--- src/rtl/memwrite_keys_pkg.sv ---
// Shared types and defaults for the memwrite_keys push-button RAM writer.
// Optional key debounce is enabled by defining MEMWR_DEBOUNCE_EN.
package memwrite_keys_pkg;

  localparam int DEF_DW = 4;
  localparam int DEF_AW = 3;

  typedef enum logic [1:0] {
    ST_IDLE  = 2'd0,
    ST_WRITE = 2'd1,
    ST_CLEAR = 2'd2
  } state_t;

  // Index of each key inside the per-key press vector.
  localparam int K_WR  = 0;
  localparam int K_LD  = 1;
  localparam int K_CLR = 2;
  localparam int N_KEYS = 3;

endpackage

--- src/rtl/memwrite_keys_if.sv ---
// Key/switch inputs and RAM write-port outputs of memwrite_keys.
// master = the board/test side driving keys; slave = the writer block.
interface memwrite_keys_if
  import memwrite_keys_pkg::*;
#(
  parameter int DW = DEF_DW,
  parameter int AW = DEF_AW
) ();

  logic          key_wr_n;
  logic          key_ld_n;
  logic          key_clr_n;
  logic [DW-1:0] sw_data;
  logic [AW-1:0] sw_addr;
  logic [AW-1:0] ram_addr;
  logic [DW-1:0] ram_data;
  logic          ram_we;
  logic [AW-1:0] ptr;
  logic          busy;

  modport master (
    output key_wr_n, key_ld_n, key_clr_n, sw_data, sw_addr,
    input  ram_addr, ram_data, ram_we, ptr, busy
  );

  modport slave (
    input  key_wr_n, key_ld_n, key_clr_n, sw_data, sw_addr,
    output ram_addr, ram_data, ram_we, ptr, busy
  );

endinterface

--- src/rtl/memwrite_keys_key_press.sv ---
// One push-button: 2-flop synchroniser, optional debounce (MEMWR_DEBOUNCE_EN),
// and falling-edge detect producing a single-cycle press pulse.
module memwrite_keys_key_press #(
  parameter int DEB_CYCLES = 500000
) (
  input  logic clk,
  input  logic rst_n,
  input  logic i_key_n,
  output logic o_press
);

  if (DEB_CYCLES < 1) begin : g_bad_deb
    $error("DEB_CYCLES must be at least 1");
  end

  logic r_sync1;
  logic r_sync2;
  logic r_level_d;
  logic r_press;
  logic w_level;

  // Cleared to 0 so a key held low through reset never looks like a new press.
  always_ff @(posedge clk or negedge rst_n) begin
    if (!rst_n) begin
      r_sync1 <= 1'b0;
      r_sync2 <= 1'b0;
    end else begin
      r_sync1 <= i_key_n;
      r_sync2 <= r_sync1;
    end
  end

`ifdef MEMWR_DEBOUNCE_EN
  localparam int CW = $clog2(DEB_CYCLES + 1);

  logic [CW-1:0] r_cnt;
  logic          r_deb;

  always_ff @(posedge clk or negedge rst_n) begin
    if (!rst_n) begin
      r_cnt <= '0;
      r_deb <= 1'b0;
    end else if (r_sync2 == r_deb) begin
      r_cnt <= '0;
    end else if (r_cnt == CW'(DEB_CYCLES - 1)) begin
      r_deb <= r_sync2;
      r_cnt <= '0;
    end else begin
      r_cnt <= r_cnt + 1'b1;
    end
  end

  assign w_level = r_deb;
`else
  assign w_level = r_sync2;
`endif

  always_ff @(posedge clk or negedge rst_n) begin
    if (!rst_n) begin
      r_level_d <= 1'b0;
      r_press   <= 1'b0;
    end else begin
      r_level_d <= w_level;
      r_press   <= r_level_d & ~w_level;
    end
  end

  assign o_press = r_press;

endmodule

--- src/rtl/memwrite_keys.sv ---
// Push-button front end writing DW-bit words into a single-port RAM:
// write-and-advance, load pointer, and full clear sweep. Debounce: MEMWR_DEBOUNCE_EN.
module memwrite_keys
  import memwrite_keys_pkg::*;
#(
  parameter int DW         = DEF_DW,
  parameter int AW         = DEF_AW,
  parameter int DEB_CYCLES = 500000
) (
  input  logic                 clk,
  input  logic                 rst_n,
  memwrite_keys_if.slave       bus
);

  localparam int            DEPTH = 2 ** AW;
  localparam logic [AW-1:0] LAST  = AW'(DEPTH - 1);

  logic [N_KEYS-1:0] w_key_n;
  logic [N_KEYS-1:0] w_press;

  assign w_key_n[K_WR]  = bus.key_wr_n;
  assign w_key_n[K_LD]  = bus.key_ld_n;
  assign w_key_n[K_CLR] = bus.key_clr_n;

  for (genvar gi = 0; gi < N_KEYS; gi++) begin : g_key
    memwrite_keys_key_press #(
      .DEB_CYCLES (DEB_CYCLES)
    ) u_key (
      .clk     (clk),
      .rst_n   (rst_n),
      .i_key_n (w_key_n[gi]),
      .o_press (w_press[gi])
    );
  end

  state_t        r_state;
  logic [AW-1:0] r_ptr;
  logic [AW-1:0] r_addr;
  logic [DW-1:0] r_data;
  logic          r_we;
  logic          r_busy;

  // r_addr doubles as the clear-sweep counter; presses outside IDLE are dropped.
  always_ff @(posedge clk or negedge rst_n) begin
    if (!rst_n) begin
      r_state <= ST_IDLE;
      r_ptr   <= '0;
      r_addr  <= '0;
      r_data  <= '0;
      r_we    <= 1'b0;
      r_busy  <= 1'b0;
    end else begin
      case (r_state)
        ST_IDLE: begin
          if (w_press[K_CLR]) begin
            r_state <= ST_CLEAR;
            r_addr  <= '0;
            r_data  <= '0;
            r_we    <= 1'b1;
            r_busy  <= 1'b1;
          end else if (w_press[K_LD]) begin
            r_ptr <= bus.sw_addr;
          end else if (w_press[K_WR]) begin
            r_state <= ST_WRITE;
            r_addr  <= r_ptr;
            r_data  <= bus.sw_data;
            r_we    <= 1'b1;
            r_busy  <= 1'b1;
          end
        end
        ST_WRITE: begin
          r_we    <= 1'b0;
          r_ptr   <= r_ptr + 1'b1;
          r_busy  <= 1'b0;
          r_state <= ST_IDLE;
        end
        ST_CLEAR: begin
          if (r_addr == LAST) begin
            r_we    <= 1'b0;
            r_ptr   <= '0;
            r_busy  <= 1'b0;
            r_state <= ST_IDLE;
          end else begin
            r_addr <= r_addr + 1'b1;
          end
        end
        default: begin
          r_we    <= 1'b0;
          r_busy  <= 1'b0;
          r_state <= ST_IDLE;
        end
      endcase
    end
  end

  assign bus.ram_addr = r_addr;
  assign bus.ram_data = r_data;
  assign bus.ram_we   = r_we;
  assign bus.ptr      = r_ptr;
  assign bus.busy     = r_busy;

endmodule

--- src/flat_wrapper.sv ---
// flat-port wrapper written by rule: the top's interface ports become plain ports
module memwrite_keys_flat import memwrite_keys_pkg::*;
#(
  parameter int DW         = DEF_DW,
  parameter int AW         = DEF_AW,
  parameter int DEB_CYCLES = 500000
)
  (clk, rst_n, bus_key_wr_n, bus_key_ld_n, bus_key_clr_n, bus_sw_data, bus_sw_addr, bus_ram_addr, bus_ram_data, bus_ram_we, bus_ptr, bus_busy);
  memwrite_keys_if #(.DW(DW), .AW(AW)) bus_i ();
  input  logic clk;
  input  logic rst_n;
  input wire logic [$bits(bus_i.key_wr_n)-1:0] bus_key_wr_n;
  input wire logic [$bits(bus_i.key_ld_n)-1:0] bus_key_ld_n;
  input wire logic [$bits(bus_i.key_clr_n)-1:0] bus_key_clr_n;
  input wire logic [$bits(bus_i.sw_data)-1:0] bus_sw_data;
  input wire logic [$bits(bus_i.sw_addr)-1:0] bus_sw_addr;
  output wire logic [$bits(bus_i.ram_addr)-1:0] bus_ram_addr;
  output wire logic [$bits(bus_i.ram_data)-1:0] bus_ram_data;
  output wire logic [$bits(bus_i.ram_we)-1:0] bus_ram_we;
  output wire logic [$bits(bus_i.ptr)-1:0] bus_ptr;
  output wire logic [$bits(bus_i.busy)-1:0] bus_busy;
  assign bus_i.key_wr_n = bus_key_wr_n;
  assign bus_i.key_ld_n = bus_key_ld_n;
  assign bus_i.key_clr_n = bus_key_clr_n;
  assign bus_i.sw_data = bus_sw_data;
  assign bus_i.sw_addr = bus_sw_addr;
  assign bus_ram_addr = bus_i.ram_addr;
  assign bus_ram_data = bus_i.ram_data;
  assign bus_ram_we = bus_i.ram_we;
  assign bus_ptr = bus_i.ptr;
  assign bus_busy = bus_i.busy;
  memwrite_keys #(.DW(DW), .AW(AW), .DEB_CYCLES(DEB_CYCLES)) u_core (.clk(clk), .rst_n(rst_n), .bus(bus_i));
endmodule
--- config.mk ---
export PLATFORM = sky130hd
export DESIGN_NAME = memwrite_keys_flat
export DESIGN_NICKNAME = d
export VERILOG_FILES = /design/src/rtl/memwrite_keys_pkg.sv /design/src/rtl/memwrite_keys_if.sv /design/src/rtl/memwrite_keys_key_press.sv /design/src/rtl/memwrite_keys.sv /design/src/flat_wrapper.sv
export SDC_FILE = /design/constraint.sdc
export NUM_CORES = 1
export LEC_CHECK = 0
export BUFFER_PORTS_ARGS = -buffer_cell sky130_fd_sc_hd__buf_2
export CAP_MARGIN = 20
export CORE_ASPECT_RATIO = 1.5
export CORE_MARGIN = 2
export CORE_UTILIZATION = 56
export CTS_CLUSTER_SIZE = 10
export DETAILED_ROUTE_END_ITERATION = 10
export PLACE_DENSITY_LB_ADDON = 0.15
export SYNTH_ARGS = -nofsm -noshare
export SYNTH_HDL_FRONTEND = slang
export SYNTH_SLANG_ARGS = --single-unit
export TNS_END_PERCENT = 1
--- constraint.sdc ---
create_clock -name clk -period 3.2 [get_ports clk]
set_clock_uncertainty 0.15 [all_clocks]
set_input_delay 0.16 -clock clk [delete_from_list [all_inputs] [get_ports clk]]
set_output_delay 0.16 -clock clk [all_outputs]
set_load 0.03 [all_outputs]
==> results.yml <==
outcome:
  outcome: "complete, but fails checks"
  violations: "hold timing"
floorplan:
  die-area_um2: 2360
  start_util_pct: 59.7
  row_count: 19
  core_area_um2: 1850
  die_h_um: 58.5
  chipWidth_um: 40.3
  ioPinCount: 24
placement:
  portBuffers: 23
  place_congestion: 0.766
  hpwl_um: 1440
clock_tree:
  htreeDepth: 1
  cts_root_buffer: "clkbuf_4"
  cts_tree: "done"
  cts_sinks: 25
  clock_latency_ns: 0.31
  clk_transition_reported_paths_ns: 0.13
  numCtsBuffers: 3
  cts.path.max_buffers: 2
synthesis:
  avgSynthCellArea_um2: 11.8
  ys_warn_count: 0
  synth_cell_types: 26
  yosysSeqAreaShare_pct: 56.5
  ys_ff_latch: 25
  syn_nets: 113
  syn_inst: 94
  synth_area_um2: 1110
worst_setup_path:
  critPathSlowestCell: "ha_1"
  worstSetupPathType: "flip-flop to flip-flop"
  startpoint_type: "flip-flop"
  r2r_start: "u_core.r_state[1]"
  crit_required_ns: 3.29
  crit_fanout: 11
  crit_chain: "inv_1 > ha_1 > nand2b_1 > o221ai_2 > a221oi_1 > a21oi_1"
  cp-startpoint: "u_core.r_state[1]"
  slowest_delay_ns: 0.44
  crit_path_end_kind: "flip-flop"
  arrival_ns: 1.99
routing:
  drtAntennaViolNets: 0
  wl_um: 1960
  wl_per_cell_um: 13.5
  drc_errors: 0
  dr.pass1.iters: 4
  viasPerCell: 5.40
  drtIter0Drc: 15
  vias: 783
sta:
  rsz0062_at_grt: "false"
  clock.fmax_mhz: 528
  period_minus_slack_ns: 1.90
  worst_pin_slew_ns: 0.526
  max_slew_margin_pct: 64.9
  setup_viol: 0
  hold_violations: 1
  maxSlewViolCount: 0
  hold_slack_ns: -0.000655
  setup_tns_ns: 0
  fin_crit_sh_pct: 59.2
global_route:
  overflow: 0
  grt_max_degree: 26
  track_usage_pct: 20.7
  first_global_vias: 764
  antenna_found_initial: 0
  grt_pass1_wl_um: 3350
cells_and_area:
  fin_util_pct: 70.9
  syn_to_final_growth_pct: 18.8
  final_layout_size_suffix_gt1_share_pct: 25.8
  n_antenna_cell: 0
  final_nets: 144
power:
  powerDensity_nw_per_um2: 992
  finalPower_uw: 1310
  p_leak_uw: 0.000625
  ir_worst_vdd_v: 0.000598
run:
  cap_violations: 0
min_path:
  hp-class: "input port to flip-flop"
  hp-start: "bus_sw_data[3]"
-- path summary, 6_finish.rpt --
kind,to,slack [ns],depth (start not counted)
worst min-delay path,u_core.bus.ram_data[3],-0.0007,3
worst max register to register,u_core.bus.ram_addr[0],1.30,6
worst min register to register,u_core.g_key[2].u_key.r_sync2,0.21,0
worst max-delay path,u_core.bus.ram_addr[0],1.30,6
max in group asynchronous,u_core.bus.ram_data[1],2.37,2
min in group asynchronous,u_core.bus.busy,0.19,2
-- logic make-up (layout without fill, tap and decap cells) --
| kind of cell | count (synthesis) | count (layout) | share of synthesized area [%] |
|---|---|---|---|
| adder cells (fa/ha/maj) | 7 | 7 | 7.91 |
| buffers and inverters | 12 | 42 | 5.20 |
| AND/OR/NAND/NOR | 23 | 23 | 11.8 |
| flip-flops | 25 | 25 | 56.5 |
| AO/OA/AOI/OAI | 27 | 27 | 18.6 |
-- worst max-delay path, delay by kind of cell (launching register included) --
family	cells	cell delay, ns
compound gates	3	0.53
fa+ha+maj	1	0.44
buf+inv	1	0.10
flops	1	0.43
simple gates	1	0.17
-- cells in the final DEF, fill, tap and decap left out, types with 2 or more instances in the layout --
cell type and n:
a21oi_1 5, a22oi_1 6, buf_2 23, clkbuf_4 3
dfrtp_1 25, dlygate4sd3_1 6, ha_1 7, inv_1 9
nand2_1 4, nand2b_1 4, nor2_1 5, nor2b_1 5
o21ai_1 4, o221ai_2 2, o22ai_1 4
-- what timing repair did --
| action | in CTS | in global routing |
|---|---|---|
| hold buffers | 6 | 0 |
| resized for setup | 0 | 0 |
| setup buffers | 0 | 0 |
| endpoints found under the hold margin | 30 | 0 |
-- state kept, by name, indices dropped and copies added (netlist names) --
signal and count:
u_core.g_key.u_key.r_sync2 3, u_core.g_key.u_key.o_press 3, u_core.bus.ram_addr 3, u_core.bus.ram_data 4
u_core.g_key.u_key.r_level_d 3, u_core.bus.busy 1, u_core.r_state 2, u_core.g_key.u_key.r_sync1 3
u_core.bus.ptr 3
-- per-stage QoR --
step | cell area, um2 | worst slack [ns] | std cells
6_report | 1320 | 1.30 | 145
5_1_grt | 1320 | 1.10 | 145
4_1_cts | 1320 | 1.30 | 145
3_5_place_dp | 1220 | 1.32 | 135
3_3_place_gp | 1220 | 1.38 | 135
2_1_floorplan | 1110 | 1.42 | 94
-- Yosys cell counts --
| master | count | share of area, % |
|---|---|---|
| o221ai_2 | 2 | 2.7 |
| buf_6 | 1 | 1.0 |
| a221oi_1 | 1 | 0.79 |
| nor2_1 | 5 | 1.7 |
| nand3_1 | 1 | 0.45 |
| dfrtp_1 | 25 | 56 |
| nand4_1 | 1 | 0.57 |
| nor2b_1 | 5 | 2.8 |
| ha_1 | 7 | 7.9 |
| a21oi_1 | 5 | 2.3 |
| and2_1 | 1 | 0.57 |
| o21ai_1 | 4 | 1.8 |
| a211oi_4 | 1 | 1.8 |
| o21a_1 | 1 | 0.68 |
| buf_2 | 1 | 0.45 |
| buf_4 | 1 | 0.68 |
| a22oi_1 | 6 | 4.1 |
| a31oi_1 | 1 | 0.57 |
| nand2b_1 | 4 | 2.3 |
| nand2b_4 | 1 | 1.2 |
| o22a_1 | 1 | 0.79 |
| nand2_1 | 4 | 1.4 |
| inv_1 | 9 | 3.1 |
| o311a_1 | 1 | 0.90 |
| o22ai_1 | 4 | 2.3 |
| nor2b_2 | 1 | 0.79 |
-- report_power, final --
group          total [uW]  switching (uW)  internal [uW]  leakage, uW
Clock                 140            91.9           47.7    0.0000139
Sequential            489            81.4            407     0.000302
Combinational         677             428            249     0.000309
Total                1310             601            704     0.000625
-- metal layers --
metal | vias to the layer above | global-route usage (%) | routed length (um)
met5 | - | 0 | 0
met4 | 0 | 5.71 | 16
met3 | 2 | 2.26 | 67
met2 | 21 | 36.2 | 1060
met1 | 373 | 25.9 | 821
li1 | 387 | - | -
-- cell type report --
cell class,instances,area [um2]
fill,145,539
inverter,9,33.8
multi-input combinational,57,424
tap,21,26.3
clock buffer,3,22.5
sequential,25,626
clock inverter,1,7.51
timing repair buffer,29,175
Power figures use the tool's default switching activity.
